===== src/rtl/osd_spi_pkg.sv =====
// osd_spi_pkg: shared types and constants for the OSD SPI transmitter.
//   osd_op_e    - command opcodes accepted on the command port
//   osd_state_e - transmitter FSM states (also exported as a debug output)
//   CMD_*       - OSD command byte values, LINE_LEN - data bytes per line
//   cmd_byte()  - maps an opcode and line number to the first byte on the wire
package osd_spi_pkg;

  typedef enum logic [1:0] {
    OSD_DISABLE = 2'd0,
    OSD_ENABLE  = 2'd1,
    OSD_WRITE   = 2'd2,
    OSD_CLEAR   = 2'd3
  } osd_op_e;

  typedef enum logic [1:0] {
    ST_IDLE  = 2'd0,
    ST_SEL   = 2'd1,
    ST_SHIFT = 2'd2,
    ST_DESEL = 2'd3
  } osd_state_e;

  localparam logic [7:0] CMD_DISABLE = 8'h40;
  localparam logic [7:0] CMD_ENABLE  = 8'h41;
  localparam logic [7:0] CMD_LINE    = 8'h20;
  localparam int         LINE_LEN    = 256;

  function automatic logic [7:0] cmd_byte(input osd_op_e op, input logic [2:0] line);
    logic [7:0] b;
    case (op)
      OSD_DISABLE: b = CMD_DISABLE;
      OSD_ENABLE:  b = CMD_ENABLE;
      default:     b = CMD_LINE | {5'b0, line};
    endcase
    return b;
  endfunction

endpackage


===== src/rtl/osd_spi_tx_if.sv =====
// osd_spi_tx_if: command port and line-buffer fetch port of osd_spi_tx.
//   cmd_valid/cmd_ready/cmd_op/cmd_line - command handshake
//   byte_rd/byte_addr/byte_data         - line buffer fetch (data one cycle after byte_rd)
// Handshake: a command transfers on every rising clk_sys edge where
// cmd_valid & cmd_ready are both 1; the master holds cmd_valid, cmd_op and
// cmd_line stable until that edge, and cmd_valid does not depend on cmd_ready.
interface osd_spi_tx_if;
  import osd_spi_pkg::*;

  logic        cmd_valid;
  logic        cmd_ready;
  osd_op_e     cmd_op;
  logic [2:0]  cmd_line;
  logic        byte_rd;
  logic [10:0] byte_addr;
  logic [7:0]  byte_data;

  // master: the core issuing commands and owning the line buffer
  modport master (output cmd_valid, cmd_op, cmd_line, byte_data,
                  input  cmd_ready, byte_rd, byte_addr);
  // slave: the SPI transmitter
  modport slave  (input  cmd_valid, cmd_op, cmd_line, byte_data,
                  output cmd_ready, byte_rd, byte_addr);
endinterface


===== src/rtl/osd_spi_byte_tx.sv =====
// osd_spi_byte_tx: shifts one byte MSB first, CLK_DIV clk_sys cycles per SCK half.
//   en             - advance phase timing (top asserts only while shifting)
//   load/load_data - restart at bit 7 low phase with a new byte (wins over en)
//   sck, di        - raw serial clock and data bit (top gates them by state)
//   last_low_start - first cycle of bit 0's low phase
//   byte_done      - last cycle of bit 0's high phase
module osd_spi_byte_tx #(
  parameter int CLK_DIV = 4
) (
  input  logic       clk_sys,
  input  logic       reset_n,
  input  logic       en,
  input  logic       load,
  input  logic [7:0] load_data,
  output logic       sck,
  output logic       di,
  output logic       last_low_start,
  output logic       byte_done
);

  localparam logic [7:0] DIV_LAST = 8'(CLK_DIV - 1);

  logic [7:0] div_cnt;
  logic       high;
  logic [2:0] bit_cnt;
  logic [7:0] sr;
  logic       phase_end;

  assign phase_end = en && (div_cnt == DIV_LAST);

  always_ff @(posedge clk_sys or negedge reset_n) begin
    if (!reset_n) begin
      div_cnt <= '0;
      high    <= 1'b0;
      bit_cnt <= '0;
      sr      <= '0;
    end else if (load) begin
      sr      <= load_data;
      div_cnt <= '0;
      high    <= 1'b0;
      bit_cnt <= '0;
    end else if (en) begin
      if (phase_end) begin
        div_cnt <= '0;
        if (!high) begin
          high <= 1'b1;
        end else begin
          // end of a bit: next bit's low phase starts with the new DI value;
          // bit_cnt wraps 7 -> 0 so an unloaded finish leaves the shifter idle
          high    <= 1'b0;
          bit_cnt <= bit_cnt + 3'd1;
          sr      <= {sr[6:0], 1'b0};
        end
      end else begin
        div_cnt <= div_cnt + 8'd1;
      end
    end
  end

  assign sck            = high;
  assign di             = sr[7];
  assign last_low_start = en && !high && (bit_cnt == 3'd7) && (div_cnt == 8'd0);
  assign byte_done      = high && (bit_cnt == 3'd7) && phase_end;

endmodule


===== src/rtl/osd_spi_tx.sv =====
// osd_spi_tx: SPI master for the OSD overlay link (SCK idles low, SS3 active-low,
// DI changes at the start of each SCK low phase, MSB first).
//   clk_sys, reset_n - clock, asynchronous active-low reset
//   bus (slave)      - command handshake and line-buffer fetch port
//   done             - one-cycle pulse on the first cycle SS3 is high again
//   SPI_SCK/SS3/DI   - serial link
//   state_dbg        - current FSM state
// Optional build macro OSD_SPI_TX_CLEAR_EN: when defined, op 3 streams a line of
// zeros; otherwise op 3 is accepted, sends nothing and only pulses done.
module osd_spi_tx
  import osd_spi_pkg::*;
#(
  parameter int CLK_DIV = 4,
  parameter int GAP     = 8
) (
  input  logic        clk_sys,
  input  logic        reset_n,
  osd_spi_tx_if.slave bus,
  output logic        done,
  output logic        SPI_SCK,
  output logic        SPI_SS3,
  output logic        SPI_DI,
  output osd_state_e  state_dbg
);

  localparam logic [15:0] SEL_LAST = 16'(CLK_DIV - 1);
  localparam logic [15:0] GAP_LAST = 16'(GAP - 1);
  localparam logic [8:0]  LEN9     = 9'(LINE_LEN);

  osd_state_e  state, next_state;
  osd_op_e     op_q;
  logic [2:0]  line_q;
  logic [8:0]  byte_cnt;   // data bytes loaded so far, 0..256, never wraps
  logic [15:0] wait_cnt;
  logic [7:0]  hold_q;
  logic        rd_q;

  logic        load;
  logic [7:0]  load_data;
  logic        tx_en, tx_sck, tx_di, tx_last_low, tx_byte_done;
  logic        has_data, more_bytes, skip_spi, handshake;
  logic [7:0]  data_byte;

`ifdef OSD_SPI_TX_CLEAR_EN
  assign skip_spi  = 1'b0;
  assign has_data  = (op_q == OSD_WRITE) || (op_q == OSD_CLEAR);
  assign data_byte = (op_q == OSD_CLEAR) ? 8'h00 : hold_q;
`else
  // clear without the clear path: handshake goes straight to DESEL for the done pulse
  assign skip_spi  = (bus.cmd_op == OSD_CLEAR);
  assign has_data  = (op_q == OSD_WRITE);
  assign data_byte = hold_q;
`endif

  assign handshake  = bus.cmd_valid && (state == ST_IDLE);
  assign more_bytes = has_data && (byte_cnt != LEN9);

  always_ff @(posedge clk_sys or negedge reset_n) begin
    if (!reset_n) state <= ST_IDLE;
    else          state <= next_state;
  end

  always_comb begin
    next_state = state;
    load       = 1'b0;
    load_data  = data_byte;
    tx_en      = 1'b0;
    case (state)
      ST_IDLE: begin
        if (bus.cmd_valid) begin
          if (skip_spi) begin
            next_state = ST_DESEL;
          end else begin
            load       = 1'b1;
            load_data  = cmd_byte(bus.cmd_op, bus.cmd_line);
            next_state = ST_SEL;
          end
        end
      end
      ST_SEL: begin
        if (wait_cnt == SEL_LAST) next_state = ST_SHIFT;
      end
      ST_SHIFT: begin
        tx_en = 1'b1;
        if (tx_byte_done) begin
          if (more_bytes) load = 1'b1;   // next byte starts with no SCK gap
          else            next_state = ST_DESEL;
        end
      end
      ST_DESEL: begin
        if (wait_cnt == GAP_LAST) next_state = ST_IDLE;
      end
      default: next_state = ST_IDLE;
    endcase
  end

  always_ff @(posedge clk_sys or negedge reset_n) begin
    if (!reset_n) begin
      wait_cnt <= '0;
    end else if (state != next_state) begin
      wait_cnt <= '0;
    end else if ((state == ST_SEL) || (state == ST_DESEL)) begin
      wait_cnt <= wait_cnt + 16'd1;
    end
  end

  always_ff @(posedge clk_sys or negedge reset_n) begin
    if (!reset_n) begin
      op_q     <= OSD_DISABLE;
      line_q   <= '0;
      byte_cnt <= '0;
      hold_q   <= '0;
      rd_q     <= 1'b0;
    end else begin
      if (handshake) begin
        op_q     <= bus.cmd_op;
        line_q   <= bus.cmd_line;
        byte_cnt <= '0;
      end else if ((state == ST_SHIFT) && load) begin
        byte_cnt <= byte_cnt + 9'd1;
      end
      // buffer returns data the cycle after the strobe; capture it then so it
      // is ready well before the end of the current byte
      rd_q <= bus.byte_rd;
      if (rd_q) hold_q <= bus.byte_data;
    end
  end

  // Prefetch the byte that follows the one now shifting; byte_cnt is the index
  // of that next byte (0 during the command byte).
  assign bus.byte_rd   = (state == ST_SHIFT) && (op_q == OSD_WRITE) && tx_last_low &&
                         (byte_cnt != LEN9);
  assign bus.byte_addr = {line_q, byte_cnt[7:0]};
  assign bus.cmd_ready = (state == ST_IDLE);

  osd_spi_byte_tx #(.CLK_DIV(CLK_DIV)) u_byte_tx (
    .clk_sys        (clk_sys),
    .reset_n        (reset_n),
    .en             (tx_en),
    .load           (load),
    .load_data      (load_data),
    .sck            (tx_sck),
    .di             (tx_di),
    .last_low_start (tx_last_low),
    .byte_done      (tx_byte_done)
  );

  // Outputs decode straight from registers so reset forces SS3 high and SCK low at once.
  assign SPI_SS3   = !((state == ST_SEL) || (state == ST_SHIFT));
  assign SPI_SCK   = (state == ST_SHIFT) && tx_sck;
  assign SPI_DI    = ((state == ST_SEL) || (state == ST_SHIFT)) && tx_di;
  assign done      = (state == ST_DESEL) && (wait_cnt == 16'd0);
  assign state_dbg = state;

endmodule

===== src/flat_wrapper.sv =====
// flat-port wrapper written by rule: the top's interface ports become plain ports
module osd_spi_tx_flat import osd_spi_pkg::*;
#(
  parameter int CLK_DIV = 4,
  parameter int GAP     = 8
)
  (clk_sys, reset_n, done, SPI_SCK, SPI_SS3, SPI_DI, state_dbg, bus_cmd_valid, bus_cmd_op, bus_cmd_line, bus_byte_data, bus_cmd_ready, bus_byte_rd, bus_byte_addr);
  osd_spi_tx_if bus_i ();
  input  logic clk_sys;
  input  logic reset_n;
  output logic done;
  output logic SPI_SCK;
  output logic SPI_SS3;
  output logic SPI_DI;
  output osd_state_e state_dbg;
  input wire logic [$bits(bus_i.cmd_valid)-1:0] bus_cmd_valid;
  input wire logic [$bits(bus_i.cmd_op)-1:0] bus_cmd_op;
  input wire logic [$bits(bus_i.cmd_line)-1:0] bus_cmd_line;
  input wire logic [$bits(bus_i.byte_data)-1:0] bus_byte_data;
  output wire logic [$bits(bus_i.cmd_ready)-1:0] bus_cmd_ready;
  output wire logic [$bits(bus_i.byte_rd)-1:0] bus_byte_rd;
  output wire logic [$bits(bus_i.byte_addr)-1:0] bus_byte_addr;
  assign bus_i.cmd_valid = bus_cmd_valid;
  assign bus_i.cmd_op = bus_cmd_op;
  assign bus_i.cmd_line = bus_cmd_line;
  assign bus_i.byte_data = bus_byte_data;
  assign bus_cmd_ready = bus_i.cmd_ready;
  assign bus_byte_rd = bus_i.byte_rd;
  assign bus_byte_addr = bus_i.byte_addr;
  osd_spi_tx #(.CLK_DIV(CLK_DIV), .GAP(GAP)) u_core (.clk_sys(clk_sys), .reset_n(reset_n), .bus(bus_i), .done(done), .SPI_SCK(SPI_SCK), .SPI_SS3(SPI_SS3), .SPI_DI(SPI_DI), .state_dbg(state_dbg));
endmodule

===== config.mk =====
export PLATFORM = sky130hd
export DESIGN_NAME = osd_spi_tx_flat
export DESIGN_NICKNAME = d
export VERILOG_FILES = /design/src/rtl/osd_spi_pkg.sv /design/src/rtl/osd_spi_tx_if.sv /design/src/rtl/osd_spi_byte_tx.sv /design/src/rtl/osd_spi_tx.sv /design/src/flat_wrapper.sv
export SDC_FILE = /design/constraint.sdc
export NUM_CORES = 1
export LEC_CHECK = 0
export BUFFER_PORTS_ARGS = -buffer_cell sky130_fd_sc_hd__clkbuf_2
export CORE_ASPECT_RATIO = 0.8
export CORE_UTILIZATION = 40
export CTS_CLUSTER_SIZE = 25
export DETAILED_ROUTE_END_ITERATION = 6
export GPL_ROUTABILITY_DRIVEN = 1
export PLACE_DENSITY = 0.62
export SKIP_CTS_REPAIR_TIMING = 1
export SYNTH_ARGS = -nofsm -noshare
export SYNTH_HDL_FRONTEND = slang
export SYNTH_SLANG_ARGS = --single-unit

===== constraint.sdc =====
create_clock -name clk_sys -period 2.2 [get_ports clk_sys]
set_input_delay 0.11 -clock clk_sys [delete_from_list [all_inputs] [get_ports clk_sys]]
set_output_delay 0.11 -clock clk_sys [all_outputs]
set_load 0.05 [all_outputs]

==> flow_metrics.py <==
metrics = {
    "drt": {
        "drc": 0,
        "dr_total_vias": 2867,
        "drt_pass1_iterations": 4,
        "wl_per_cell_um": 14.8,
        "ant_nets": 0,
        "vias_per_cell": 5.31,
        "wl_um": 7980,
        "first_iter_violations": 140,
    },
    "placed_design": {
        "gp_congestion": 0.791,
        "io_buffers": 34,
        "hpwlAfterDp_um": 5570,
    },
    "logic_synthesis": {
        "syn_area_per_cell_um2": 9.61,
        "synth_top_family_by_area": "simple AND/OR/NAND/NOR gates",
        "synthSimpleGateAreaFrac_pct": 22.7,
        "synth_compound_area_share_pct": 10.2,
        "muxShareOfSynthArea_pct": 6.01,
        "async_flop_share_pct": 100,
        "synth_area_leaders": "dfrtp_1 45%, ha_1 4.4%, nand2_1 4.4%",
        "yosysTopAreaCellShare_pct": 45.0,
        "ys_warn_count": 0,
        "synth-edff-count": 0,
        "synth_flop_cell": "dfrtp_1",
        "synth_seq_cells": 61,
        "yosys.area_share.adder_pct": 4.43,
        "syn_area_um2": 3390,
        "synth.yosys.seq_area_share_pct": 45.0,
        "synth-xor-area-share_pct": 6.46,
        "yosysTopAreaCell": "dfrtp_1",
        "syn_inst": 353,
        "ys_types": 48,
        "synth_fp_nets": 381,
    },
    "layout": {
        "syn2layout_area_growth_pct": 29.1,
        "final_core_util_pct": 54.4,
        "diodes": 0,
        "fill_cells": 733,
        "drive_gt1_share_pct": 31.3,
        "finalNetCount": 455,
    },
    "timing": {
        "finalHoldViolCount": 2,
        "post-route-period-util_pct": 101,
        "clock-skew-final_ps": 8.05,
        "relSlewSlack_pct": 71.6,
        "rsz0062_at_grt": "yes",
        "worst_slew_pin_slew_ps": 424,
        "setup_viol": 1,
        "hold-worst-slack_ps": -15.8,
        "period_minus_slack_ps": 2220,
        "clock.fmax_mhz": 450,
        "maxSlewViolCount": 0,
        "timing.final.ws_setup_ps": -24.3,
    },
    "clocking": {
        "clkLatencyLatePin_ps": 340,
        "clk_pin_slew_ps": 70,
        "cts_sinks": 61,
        "h-tree-depth": 3,
        "clock-root-buffer": "clkbuf_8",
        "clk_path_buf_depth": 2,
        "numCtsBuffers": 9,
        "cts_tree": "yes",
    },
    "worst_hold_path": {
        "worstHoldPathCells": 3,
        "min_from": "bus_cmd_line[2]",
        "worstHoldEndpoint": "u_core.line_q[2]",
        "hp-class": "in2reg",
    },
    "pwr": {
        "power_density_nw_per_um2": 1060,
        "leakagePower_nw": 2.06,
        "peakVddDrop_uv": 773,
    },
    "die": {
        "start_util_pct": 42.1,
        "io_pins": 35,
        "die_width_um": 105,
        "fp.coreArea_um2": 8060,
        "fp.dieArea_um2": 8850,
        "fp-row-count": 29,
        "die_y_um": 84.4,
    },
    "worst_setup_path": {
        "cp-end-kind": "primary output",
        "cp.required_ps": 2090,
        "crit_arrival_ps": 2110,
        "cp-start-kind": "flip-flop",
        "crit_type": "reg2out",
        "rrSetupSlack_ps": 10,
        "r2r_cells": 7,
        "timing.rr.end": "u_core.byte_cnt[7]",
        "reg2reg_from": "u_core.u_byte_tx.div_cnt[5]",
        "crit_fanout": 5,
    },
    "run": {
        "drv_cap": 0,
    },
    "global_routing": {
        "grt_pass1_vias": 2802,
        "grt-ovfl-total": 0,
        "antenna_found_initial": 0,
        "grtUsageTotal_pct": 19.0,
        "grt_max_degree": 62,
        "grt_pass1_wl_um": 13300,
    },
    "outcome": {
        "violations": "hold timing, setup timing",
        "status": "complete, but fails checks",
    },
}
==> cells in the mapped netlist, types with 2 or more instances <==
master and count:
nand4_1 14, or4b_2 3, and2_1 3, xnor2_1 12, mux2_2 8, nor4_1 4
nor3_1 15, inv_1 13, dfrtp_1 61, o31ai_1 3, and4_1 2, o2111ai_1 2
nand3_1 11, mux2i_1 10, xor2_1 13, a221oi_1 2, ha_1 12, a21o_1 3
nor2b_1 3, nor2_1 35, nand2_1 40, o21a_1 2, clkbuf_1 10, buf_4 10
a211oi_1 3, a21oi_1 9, buf_2 3, or4_1 5, o21ai_0 16, o211ai_1 3
and3_1 6
==> flip-flops by register name, indices dropped and copies added, names as in the netlist <==
register and flops:
u_core.u_byte_tx.div_cnt 8, u_core.data_byte 8, u_core.u_byte_tx.sck 1, u_core.line_q 3
u_core.u_byte_tx.sr 8, u_core.byte_cnt 9, u_core.rd_q 1, u_core.wait_cnt 16
u_core.op_q 2, u_core.u_byte_tx.bit_cnt 3, u_core.state_dbg 2
==> cell families (layout without fill, tap and decap cells) <==
kind of cell,after synthesis,count (layout)
AND/OR/NAND/NOR,148,148
flip-flops,61,61
AO/OA/AOI/OAI,52,52
buffers and inverters,36,115
XOR/XNOR,25,25
multiplexers,19,19
adder cells (fa/ha/maj),12,12
==> cells in the final DEF (no fill, tap or decap), drive strengths merged, types with 3 or more instances in the layout <==
cell type / instances
inv: 13
and3: 6
mux2i: 11
and2: 3
a21oi: 10
dlygate4sd3: 5
a21o: 3
nand4: 14
o211ai: 4
dfrtp: 61
nor2: 35
or4: 6
a211oi: 3
ha: 12
o21ai: 16
nor4: 5
buf: 49
clkbuf: 45
nand3: 11
nand2: 40
nor2b: 3
nor3: 15
mux2: 8
xnor2: 12
o31ai: 3
or4b: 3
xor2: 13
==> routing by layer <==
layer	share of wire, %	track usage (%)	up-vias	wire, um
li1	-	-	1393	-
met1	49	25.7	1392	3890
met2	45	29.1	64	3620
met3	4.1	4.89	18	325
met4	1.7	7.81	0	133
met5	0	0	-	0
==> power breakdown <==
group	switching (W)	total [W]	leakage (nW)	internal [W]
clock	0.000433	0.00119	0.126	0.000760
combinational	0.00126	0.00201	1.11	0.000747
sequential	0.000135	0.00146	0.827	0.00132
==> per-stage QoR <==
step	power (W)	TNS, ps	instance area, um^2	std cells	setup WS, ps
2_1_floorplan	0.00278	0	3420	353	11.1
3_5_place_dp	0.00341	-462	3930	514	-62.7
5_1_grt	0.00496	-208	4380	540	-116
4_1_cts	0.00461	-1150	4170	530	-243
6_report	0.00466	-24.3	4380	540	-24.3
3_3_place_gp	0.00338	-40.5	3930	514	-40.5
==> layout make-up <==
cell class,count,area (um^2),share of cell area [%]
flip-flops and latches,61,1530,34.9
clock inverters,3,65.1,1.49
multi-input cells,256,1800,41.2
inverters,13,48.8,1.11
clock buffers,13,179,4.09
well taps,108,135,3.09
repair buffers,86,618,14.1
==> critical path: stages (launching register included) <==
cell and delay, ps:
dfrtp_1 420, or4_4 550, nor4_4 270, buf_4 190
nand2_4 50, nor3_4 120, buf_6 170
==> worst max path at each step <==
stage | startpoint | end | slack, ps | cells past startpoint
2_1_floorplan | u_core.byte_cnt[0] | u_core.byte_cnt[0] | 10 | 7
3_3_place_gp | u_core.u_byte_tx.div_cnt[2] | u_core.byte_cnt[8] | -40 | 6
3_5_place_dp | u_core.u_byte_tx.div_cnt[2] | u_core.byte_cnt[8] | -60 | 6
4_1_cts | u_core.wait_cnt[3] | done | -240 | 6
5_1_grt | u_core.wait_cnt[11] | done | -120 | 6
6_report | u_core.wait_cnt[11] | done | -20 | 6
(Power assumes the default switching activity.)
